<file path="config.mk">
export PLATFORM = sky130hd
export DESIGN_NAME = piso_16bit_tx
export DESIGN_NICKNAME = d
export VERILOG_FILES = /design/src/rtl/sipo_piso_pkg.sv /design/src/rtl/piso_shift_reg.sv /design/src/rtl/piso_16bit_tx.sv
export SDC_FILE = /design/constraint.sdc
export NUM_CORES = 1
export LEC_CHECK = 0
export CORE_MARGIN = 1.5
export CORE_UTILIZATION = 39
export DETAILED_ROUTE_END_ITERATION = 8
export GPL_TIMING_DRIVEN = 0
export PLACE_DENSITY_LB_ADDON = 0.12
export RECOVER_POWER = 25
export SKIP_LAST_GASP = 1
export SYNTH_ARGS = -nofsm -noshare
export SYNTH_HDL_FRONTEND = slang
export SYNTH_SLANG_ARGS = --single-unit
</file>
<file path="constraint.sdc">
create_clock -name clk -period 1.98 [get_ports clk]
set_input_delay 0.297 -clock clk [delete_from_list [all_inputs] [get_ports clk]]
set_output_delay 0.297 -clock clk [all_outputs]
set_load 0.02 [all_outputs]
</file>
<file path="src/rtl/sipo_piso_pkg.sv">
// Shared definitions for the 16-bit serial shift link (PISO transmitter / SIPO receiver).
package sipo_piso_pkg;
  localparam int LINK_WIDTH = 16;
  localparam int CNT_W      = $clog2(LINK_WIDTH);

  typedef enum logic {
    IDLE  = 1'b0,
    SHIFT = 1'b1
  } state_t;
endpackage

</file>
<file path="src/rtl/piso_shift_reg.sv">
// Loadable shift register that presents one end as bit_out and shifts zeros in from the other end.
module piso_shift_reg #(
  parameter int WIDTH     = 16,
  parameter int MSB_FIRST = 1
) (
  input  logic             clk,
  input  logic             reset,
  input  logic             load,
  input  logic             shift_en,
  input  logic [WIDTH-1:0] data,
  output logic             bit_out
);
  logic [WIDTH-1:0] data_q;

  always_ff @(posedge clk) begin
    if (reset) begin
      data_q <= '0;
    end else if (load) begin
      data_q <= data;
    end else if (shift_en) begin
      if (MSB_FIRST != 0) data_q <= {data_q[WIDTH-2:0], 1'b0};
      else                data_q <= {1'b0, data_q[WIDTH-1:1]};
    end
  end

  assign bit_out = (MSB_FIRST != 0) ? data_q[WIDTH-1] : data_q[0];
endmodule

</file>
<file path="src/rtl/piso_16bit_tx.sv">
// Parallel-in/serial-out transmitter: accepts one word per handshake and sends it one bit per clock.
module piso_16bit_tx
  import sipo_piso_pkg::*;
#(
  parameter int WIDTH     = LINK_WIDTH,
  parameter int MSB_FIRST = 1
) (
  input  logic             clk,
  input  logic             reset,
  input  logic [WIDTH-1:0] load_data,
  input  logic             load_valid,
  output logic             load_ready,
  output logic             serial_out,
  output logic             serial_valid,
  output logic             frame_start,
  output logic             done,
  output state_t           state
);
  localparam int CW = $clog2(WIDTH);
  localparam logic [CW-1:0] LAST     = CW'(WIDTH - 1);
  localparam logic [CW-1:0] PRE_LAST = CW'(WIDTH - 2);

  logic [CW-1:0] cnt;
  logic          accept;
  logic          bit_out;

  // Handshake: a word transfers on a rising edge where load_valid && load_ready.
  // load_ready depends only on registered state and reset, never on load_valid,
  // and is high in IDLE or on the last bit of a frame so frames can abut.
  assign load_ready = !reset && ((state == IDLE) || (cnt == LAST));
  assign accept     = load_valid && load_ready;

  always_ff @(posedge clk) begin
    if (reset) begin
      state        <= IDLE;
      cnt          <= '0;
      serial_valid <= 1'b0;
      frame_start  <= 1'b0;
      done         <= 1'b0;
    end else if (accept) begin
      state        <= SHIFT;
      cnt          <= '0;
      serial_valid <= 1'b1;
      frame_start  <= 1'b1;
      done         <= 1'b0;
    end else if (state == SHIFT) begin
      frame_start <= 1'b0;
      if (cnt == LAST) begin
        state        <= IDLE;
        cnt          <= '0;
        serial_valid <= 1'b0;
        done         <= 1'b0;
      end else begin
        cnt  <= cnt + 1'b1;
        done <= (cnt == PRE_LAST);
      end
    end else begin
      serial_valid <= 1'b0;
      frame_start  <= 1'b0;
      done         <= 1'b0;
    end
  end

  // A full frame shifts in WIDTH zeros, so the register is already clear in IDLE.
  piso_shift_reg #(
    .WIDTH     (WIDTH),
    .MSB_FIRST (MSB_FIRST)
  ) u_shift_reg (
    .clk      (clk),
    .reset    (reset),
    .load     (accept),
    .shift_en (state == SHIFT),
    .data     (load_data),
    .bit_out  (bit_out)
  );

  assign serial_out = bit_out && serial_valid;
endmodule

</file>
Word-level counts from Yosys, hierarchy flattened --
Cells that the tools add are included.
Word-level totals: bits of input ports 19, output and inout bits 6, register bits after elaboration 24, word-level logic and storage cells 29
Cells by class: mux-type cells 10, $add $sub $neg 1, reductions and logical operators 8, bitwise operators 1, eq/ne operators 3
Operator list (number):
- $mux W16 | 2
- $eq A4 B4 Y1 const B | 2
- $mux W1 | 7
- $add A4 B1 Y4 const B | 1
- $mux W4 | 1
- $reduce_or A4 Y1 | 1
- $logic_and A1 B1 Y1 | 3
- $ne A3 B1 Y1 const B | 1
- $reduce_bool A2 Y1 | 1
- $reduce_or A2 Y1 | 1
- $logic_not A1 Y1 | 1
- $logic_or A1 B1 Y1 | 1
- $not A1 Y1 | 1

Depth between registers and ports, before layout --
Gate-level depths: netlist of the first run.
depth after elaboration 5, mapped depth 5, depth with buffers taken out 4

By module --
Synthesis of the first run repeated with hierarchy kept, for this count alone.
Second synthesis, totals: cells, all modules 110, area, all modules 1122.3 sq um
Modules (own cells, without submodules):
- piso_shift_reg | cells an instance 71, area each 764.5 sq um, times used 1, seq. area each 320.3 sq um
- piso_16bit_tx | cells an instance 39, area each 357.8 sq um, times used 1, seq. area each 160.2 sq um

Least setup slack after synthesis of the first run --
No wires, ideal clock.
path type reg-to-output, start register cnt[1], end output port load_ready, data required time 1.683 ns, stages on the path, launching flop included 4, arrival 1.124 ns, path slack 0.559 ns, path through dfxtp_1 ha_1 nand3_2 a21oi_1
Between the ends: cells in the longest elaborated chain, start to end 3
RTL lines:
- start: declaration | line piso_16bit_tx.sv:23 | logic [CW-1:0] cnt;
- start signal: assignment | line piso_16bit_tx.sv:54 | cnt <= cnt + 1'b1;
- $eq A4 B4 Y1 | line piso_16bit_tx.sv:30 | assign load_ready = !reset && ((state == IDLE) || (cnt == LAST));
- $logic_or A1 B1 Y1 | line piso_16bit_tx.sv:30
- $logic_and A1 B1 Y1 | line piso_16bit_tx.sv:30
- end: declaration | line piso_16bit_tx.sv:12 | output logic load_ready,
Every way passes these cells.

Worst setup path in the final report of the first run --
Same ends and word-level chain as after synthesis.

==> impl_metrics.json, run 1 <==
{
  "finalSetupTns_ps": 0,
  "syn-num-nets": 137,
  "die_w_um": 58.5,
  "ys_ff_latch": 24,
  "clkLatencyLatePin_ps": 310,
  "final_nets": 164,
  "whs_endpoint": "cnt[3]$_SDFFE_PP0P_",
  "row_count": 19,
  "dp_hpwl_um": 1800,
  "synth-seq-area-share_pct": 40.0,
  "fin_util_pct": 52.8,
  "critPathKind": "register to primary output",
  "met2_usage_pct": 23.4,
  "async_reset_ff_share_pct": 0,
  "drive_gt1_share_pct": 18.3,
  "cp.required_ps": 1680,
  "powerDensity_nw_per_um2": 727,
  "ys_warn_count": 0,
  "grt_usage_pct": 16.1,
  "cp-startpoint": "cnt[1]$_SDFFE_PP0P_",
  "io_buffers": 22,
  "r2r_cells": 5,
  "synth-main-ff-cell": "dfxtp_1",
  "min-delay-start": "load_valid",
  "p_leak_nw": 0.564,
  "cp-start-kind": "register",
  "crit_fanout": 5,
  "grt_use_met3_pct": 1.98,
  "hold_viol": 0,
  "layout_commonest_cell": "dfxtp_1",
  "clock-sinks": 24,
  "fin_skew_ps": 7.39,
  "diodes": 0,
  "cts_tree": "yes",
  "max-vdd-ir-drop_v": 0.000310,
  "fin_crit_sh_pct": 90.9,
  "reg2reg_slack_ps": 230,
  "syn_inst": 116,
  "setup_viol_count_final": 0,
  "route.detailed.wl_per_inst_um": 14.5,
  "design.die.area_um2": 3420,
  "synth_cell_types": 30,
  "grt_util_met1_pct": 24.1,
  "antenna_found_initial": 0,
  "cts_htree_levels": 1,
  "final_cell_mix": "24 x dfxtp_1, 21 x clkdlybuf4s50_1, 20 x a21oi_1",
  "rr_startpoint": "cnt[1]$_SDFFE_PP0P_",
  "top_usage_layer": "met1",
  "drcViolationCount": 0,
  "tightest_slew_ps": 614,
  "hold_class": "primary input to register",
  "rsz0062_at_grt": "false",
  "grt_first_pass_wirelength_um": 4280,
  "ios": 25,
  "drv_slew": 0,
  "drt_iter0_drc": 31,
  "vias": 969,
  "areaGrowthSynthToFinish_pct": 24.4,
  "path_clk_slew_ps": 130,
  "drtPass1Iterations": 4,
  "routed_wl_um": 2500,
  "fp.dieH_um": 58.5,
  "clock_path_buffers": 2,
  "grt_overflow_total": 0,
  "arrival_ps": 1500,
  "relSlewSlack_pct": 58.8,
  "place_congestion": 0.720,
  "routed_via_density": 5.60,
  "grt_pass1_vias": 928,
  "synth_area_per_cell_um2": 10.3,
  "holdPathStages": 2,
  "cp-end-kind": "primary output",
  "synth_area_um2": 1200,
  "cts_hold_buf": 0,
  "finalCriticalPeriod_ps": 1800,
  "fmax_mhz": 556,
  "core_um2": 2830,
  "final_antenna_net_count": 0,
  "initial_utilization_pct": 42.4,
  "status": "completed",
  "synth_edf_count": 0,
  "r2r_end": "u_shift_reg.data_q[15]$_SDFFE_PP0P_",
  "max-cap-violations": 0,
  "cts_made_buffers": 3,
  "grt_start_max_net_pins": 15,
  "cts-root-buf": "clkbuf_4"
}
[cell usage after synthesis (2+ instances only)]
cell type / n / area share, %
a21oi_1: 20 / 8.3
o221a_2: 7 / 6.6
clkbuf_1: 3 / 0.94
mux2i_1: 15 / 13
buf_6: 4 / 3.8
nor3b_1: 2 / 1.3
nor2_1: 7 / 2.2
buf_4: 2 / 1.3
dfxtp_1: 24 / 40
nand2_1: 2 / 0.63
o221a_1: 8 / 7.5
ha_1: 2 / 2.1
nand3_1: 2 / 0.83
inv_2: 2 / 0.63
[power breakdown]
group          internal, mW  switching [mW]  total (mW)
clock                 0.205           0.153       0.357
sequential            0.514          0.0235       0.538
combinational         0.104          0.0867       0.191
total                 0.823           0.263        1.09
[registers in the layout, summed over array words and instances, names as in the netlist]
register and count:
serial_valid 1, cnt 4, frame_start 1, u_shift_reg.data_q 16, state 1, done 1
[logic make-up after synthesis]
| kind of cell | count (synthesis) | share of synthesized area [%] |
|---|---|---|
| compound gates | 41 | 27.4 |
| xor+xnor | 1 | 0.730 |
| fa+ha+maj | 2 | 2.09 |
| buf+inv | 13 | 7.30 |
| flops | 24 | 40.0 |
| mux | 16 | 13.5 |
| simple gates | 19 | 8.97 |
[metal layers]
| layer | vias up | share of wire (%) |
|---|---|---|
| li1 | 495 | - |
| met1 | 452 | 52 |
| met2 | 20 | 43 |
| met3 | 2 | 3.9 |
| met4 | 0 | 0.76 |
| met5 | - | 0 |
[how the worst max path moves through the flow]
stage,to,slack (ps),depth (start not counted)
finish,load_ready,180,4
global route,load_ready,30,4
CTS,load_ready,6,4
detailed placement,load_ready,80,4
global placement,load_ready,80,4
floorplan,load_ready,560,3
[worst max-delay path, stage by stage (launching register included)]
cell and delay [ps]:
dfxtp_1 430, ha_2 250, nand3_2 140, a21oi_1 180
clkbuf_2 190
[timing repair]
action	4_1_cts	5_1_grt
endpoints found under the setup margin	1	1
buffers inserted	0	0
pin swaps	0	0
gates resized for setup	2	2
[final cells by class]
cell class              instances  area [um^2]
repair buffers                 22          215
fillers                       277         1340
multi-input cells              79          618
clock buffers                   3         22.5
flip-flops and latches         24          480
plain buffers                  10         76.3
clock inverters                 1         30.0
well taps                      31         38.8
inverters                       3         11.3
[metrics by stage]
step           setup slack (ps)  total power, mW  hold WS, ps  std cells  instance area [um^2]
6_report                    181             1.09          186        173                  1490
5_1_grt                    32.0             1.14          172        173                  1490
4_1_cts                    5.96             1.10          188        173                  1510
3_5_place_dp               78.9            0.744          492        169                  1460
3_3_place_gp               79.8            0.739          484        169                  1460
2_1_floorplan               559            0.672          469        116                  1200
Note: power is estimated with default switching activity, not from simulation.
==> inputs of run 2 (changes only) <==
--- a/config.mk
+++ b/config.mk
@@ -6,11 +6,12 @@
 export NUM_CORES = 1
 export LEC_CHECK = 0
 export CORE_MARGIN = 1.5
-export CORE_UTILIZATION = 39
+export CORE_UTILIZATION = 45
 export DETAILED_ROUTE_END_ITERATION = 8
 export GPL_TIMING_DRIVEN = 0
 export PLACE_DENSITY_LB_ADDON = 0.12
 export RECOVER_POWER = 25
+export SETUP_SLACK_MARGIN = 0.4
 export SKIP_LAST_GASP = 1
 export SYNTH_ARGS = -nofsm -noshare
 export SYNTH_HDL_FRONTEND = slang
==> constraint.sdc (replaced) <==
create_clock -name clk -period 1.65 [get_ports clk]
set_input_delay 0.2475 -clock clk [delete_from_list [all_inputs] [get_ports clk]]
set_output_delay 0.2475 -clock clk [all_outputs]
set_load 0.02 [all_outputs]
==> run 2 against run 1 <==
  * Global-route usage up 4.0 points
  * Count of clock-buffer cells in the layout is 1 higher
  * First-iteration DRC count fell by 13%
  * Utilization is 17 points higher
  * Final area rose by 17%
  * Sequential share of layout area is 4.1 points lower
  * Flip-flop and latch count unchanged
  * Sequential power is 20% higher
  * Wire length rose by 17%
  * Non-clock buffer count increased by 14
  * Largest cell class unchanged
  * Largest power group unchanged
==> impl_metrics.json, run 2 (synthesized netlist as in run 1, its figures left out) <==
{
  "final_antenna_net_count": 0,
  "placedCellCount": 168,
  "top_regs": "u_shift_reg.data_q (16), cnt (4)",
  "routed_via_density": 5.69,
  "r2r_cells": 6,
  "grt_start_max_net_pins": 14,
  "grt_usage_pct": 20.1,
  "worstPathCellList": "ha_4 -> nand3_4 -> clkbuf_1 -> nand2_8 -> clkbuf_16 -> o221a_1",
  "diodes": 0,
  "design.die.area_um2": 2980,
  "max-vdd-ir-drop_v": 0.000555,
  "slowest_stage": "dfxtp_4",
  "critPathKind": "register to register",
  "finalCriticalPeriod_ps": 1540,
  "holdPathStages": 2,
  "row_count": 18,
  "crit_family": "buffers and inverters",
  "clock_path_buffers": 2,
  "relSlewSlack_pct": 68.4,
  "drcViolationCount": 0,
  "hold_viol": 0,
  "clock-sinks": 24,
  "fin_skew_ps": 2.35,
  "powerDensity_nw_per_um2": 723,
  "hold_class": "primary input to register",
  "grt_pass1_vias": 943,
  "fin_crit_sh_pct": 93.4,
  "initial_utilization_pct": 48.0,
  "hold_ws_ps": 158,
  "fmax_mhz": 649,
  "dp_hpwl_um": 1780,
  "cp.depth": 6,
  "largest_reg_flops": 16,
  "p_leak_nw": 0.676,
  "cts_tree": "yes",
  "layout_commonest_cell": "dfxtp_1",
  "cp.required_ps": 1860,
  "cts-root-buf": "clkbuf_4",
  "vias": 1059,
  "ios": 25,
  "fp.dieH_um": 54.6,
  "setup_viol_count_final": 0,
  "path_buf_inv": 2,
  "arrival_ps": 1760,
  "drtPass1Iterations": 4,
  "status": "completed",
  "place_congestion": 0.746,
  "cp-start-kind": "register",
  "path_clk_slew_ps": 130,
  "final_nets": 178,
  "grt_first_pass_wirelength_um": 4310,
  "route.detailed.wl_per_inst_um": 15.7,
  "tightest_slew_ps": 474,
  "cts_made_buffers": 3,
  "top_register": "u_shift_reg.data_q",
  "routed_wl_um": 2920,
  "clkLatencyLatePin_ps": 310,
  "areaGrowthSynthToFinish_pct": 45.4,
  "cpPeakStageDelay_ps": 380,
  "final_cell_mix": "20 x dfxtp_1, 18 x a21oi_1, 16 x clkdlybuf4s50_1",
  "die_w_um": 54.6,
  "io_buffers": 22,
  "antenna_found_initial": 0,
  "cts_htree_levels": 1,
  "drv_slew": 0,
  "drt_iter0_drc": 27,
  "rsz0062_at_grt": "true",
  "max-cap-violations": 0,
  "cp-end-kind": "register",
  "crit_fanout": 7,
  "grt_overflow_total": 0,
  "fin_cells": 186,
  "finalSetupTns_ps": 0,
  "core_um2": 2500,
  "drive_gt1_share_pct": 32.1
}
run 2: cell type report:
| cell class | instances | area (um^2) |
|---|---|---|
| inverters | 3 | 11.3 |
| flip-flops and latches | 24 | 490 |
| fillers | 200 | 756 |
| clock buffers | 4 | 36.3 |
| well taps | 30 | 37.5 |
| multi-input cells | 79 | 744 |
| repair buffers | 36 | 340 |
| plain buffers | 10 | 83.8 |
run 2: timing repair:
| item | CTS | global route |
|---|---|---|
| endpoints found under the setup margin | 26 | 26 |
| pin swaps | 15 | 3 |
| hold buffers | 0 | 0 |
| buffers inserted | 5 | 7 |
| cloned | 1 | 1 |
| resized for setup | 30 | 13 |
run 2: path summary, 6_finish.rpt:
kind	from	slack, ps	to
max reg2reg	cnt[1]$_SDFFE_PP0P_	110	u_shift_reg.data_q[9]$_SDFFE_PP0P_
max	cnt[1]$_SDFFE_PP0P_	110	u_shift_reg.data_q[9]$_SDFFE_PP0P_
min	load_valid	160	cnt[3]$_SDFFE_PP0P_
min reg2reg	serial_valid$_SDFFE_PP0P_	530	serial_valid$_SDFFE_PP0P_
run 2: report_power, final:
group	leakage [nW]	internal [mW]	switching, mW	total [mW]
Clock	0.0210	0.135	0.176	0.310
Combinational	0.455	0.170	0.133	0.303
Sequential	0.200	0.616	0.0314	0.648
Total	0.676	0.921	0.340	1.26
run 2: metal layers:
layer	global-route usage (%)	vias to the layer above	wire length, um
met5	0	-	0
met4	3.75	0	0
met3	3.28	0	140
met2	32.5	26	1430
met1	28.3	508	1350
li1	-	525	-
run 2: per-stage QoR:
stage               utilization, %  total power, mW  setup slack (ps)  cell area (um^2)
global placement              59.1            0.889             -57.5              1480
finish                        69.8             1.26               109              1740
CTS                           65.5             1.24               137              1640
floorplan                        -            0.809               404              1220
global route                  69.8             1.32              41.3              1740
detailed placement            59.1            0.895             -73.5              1480
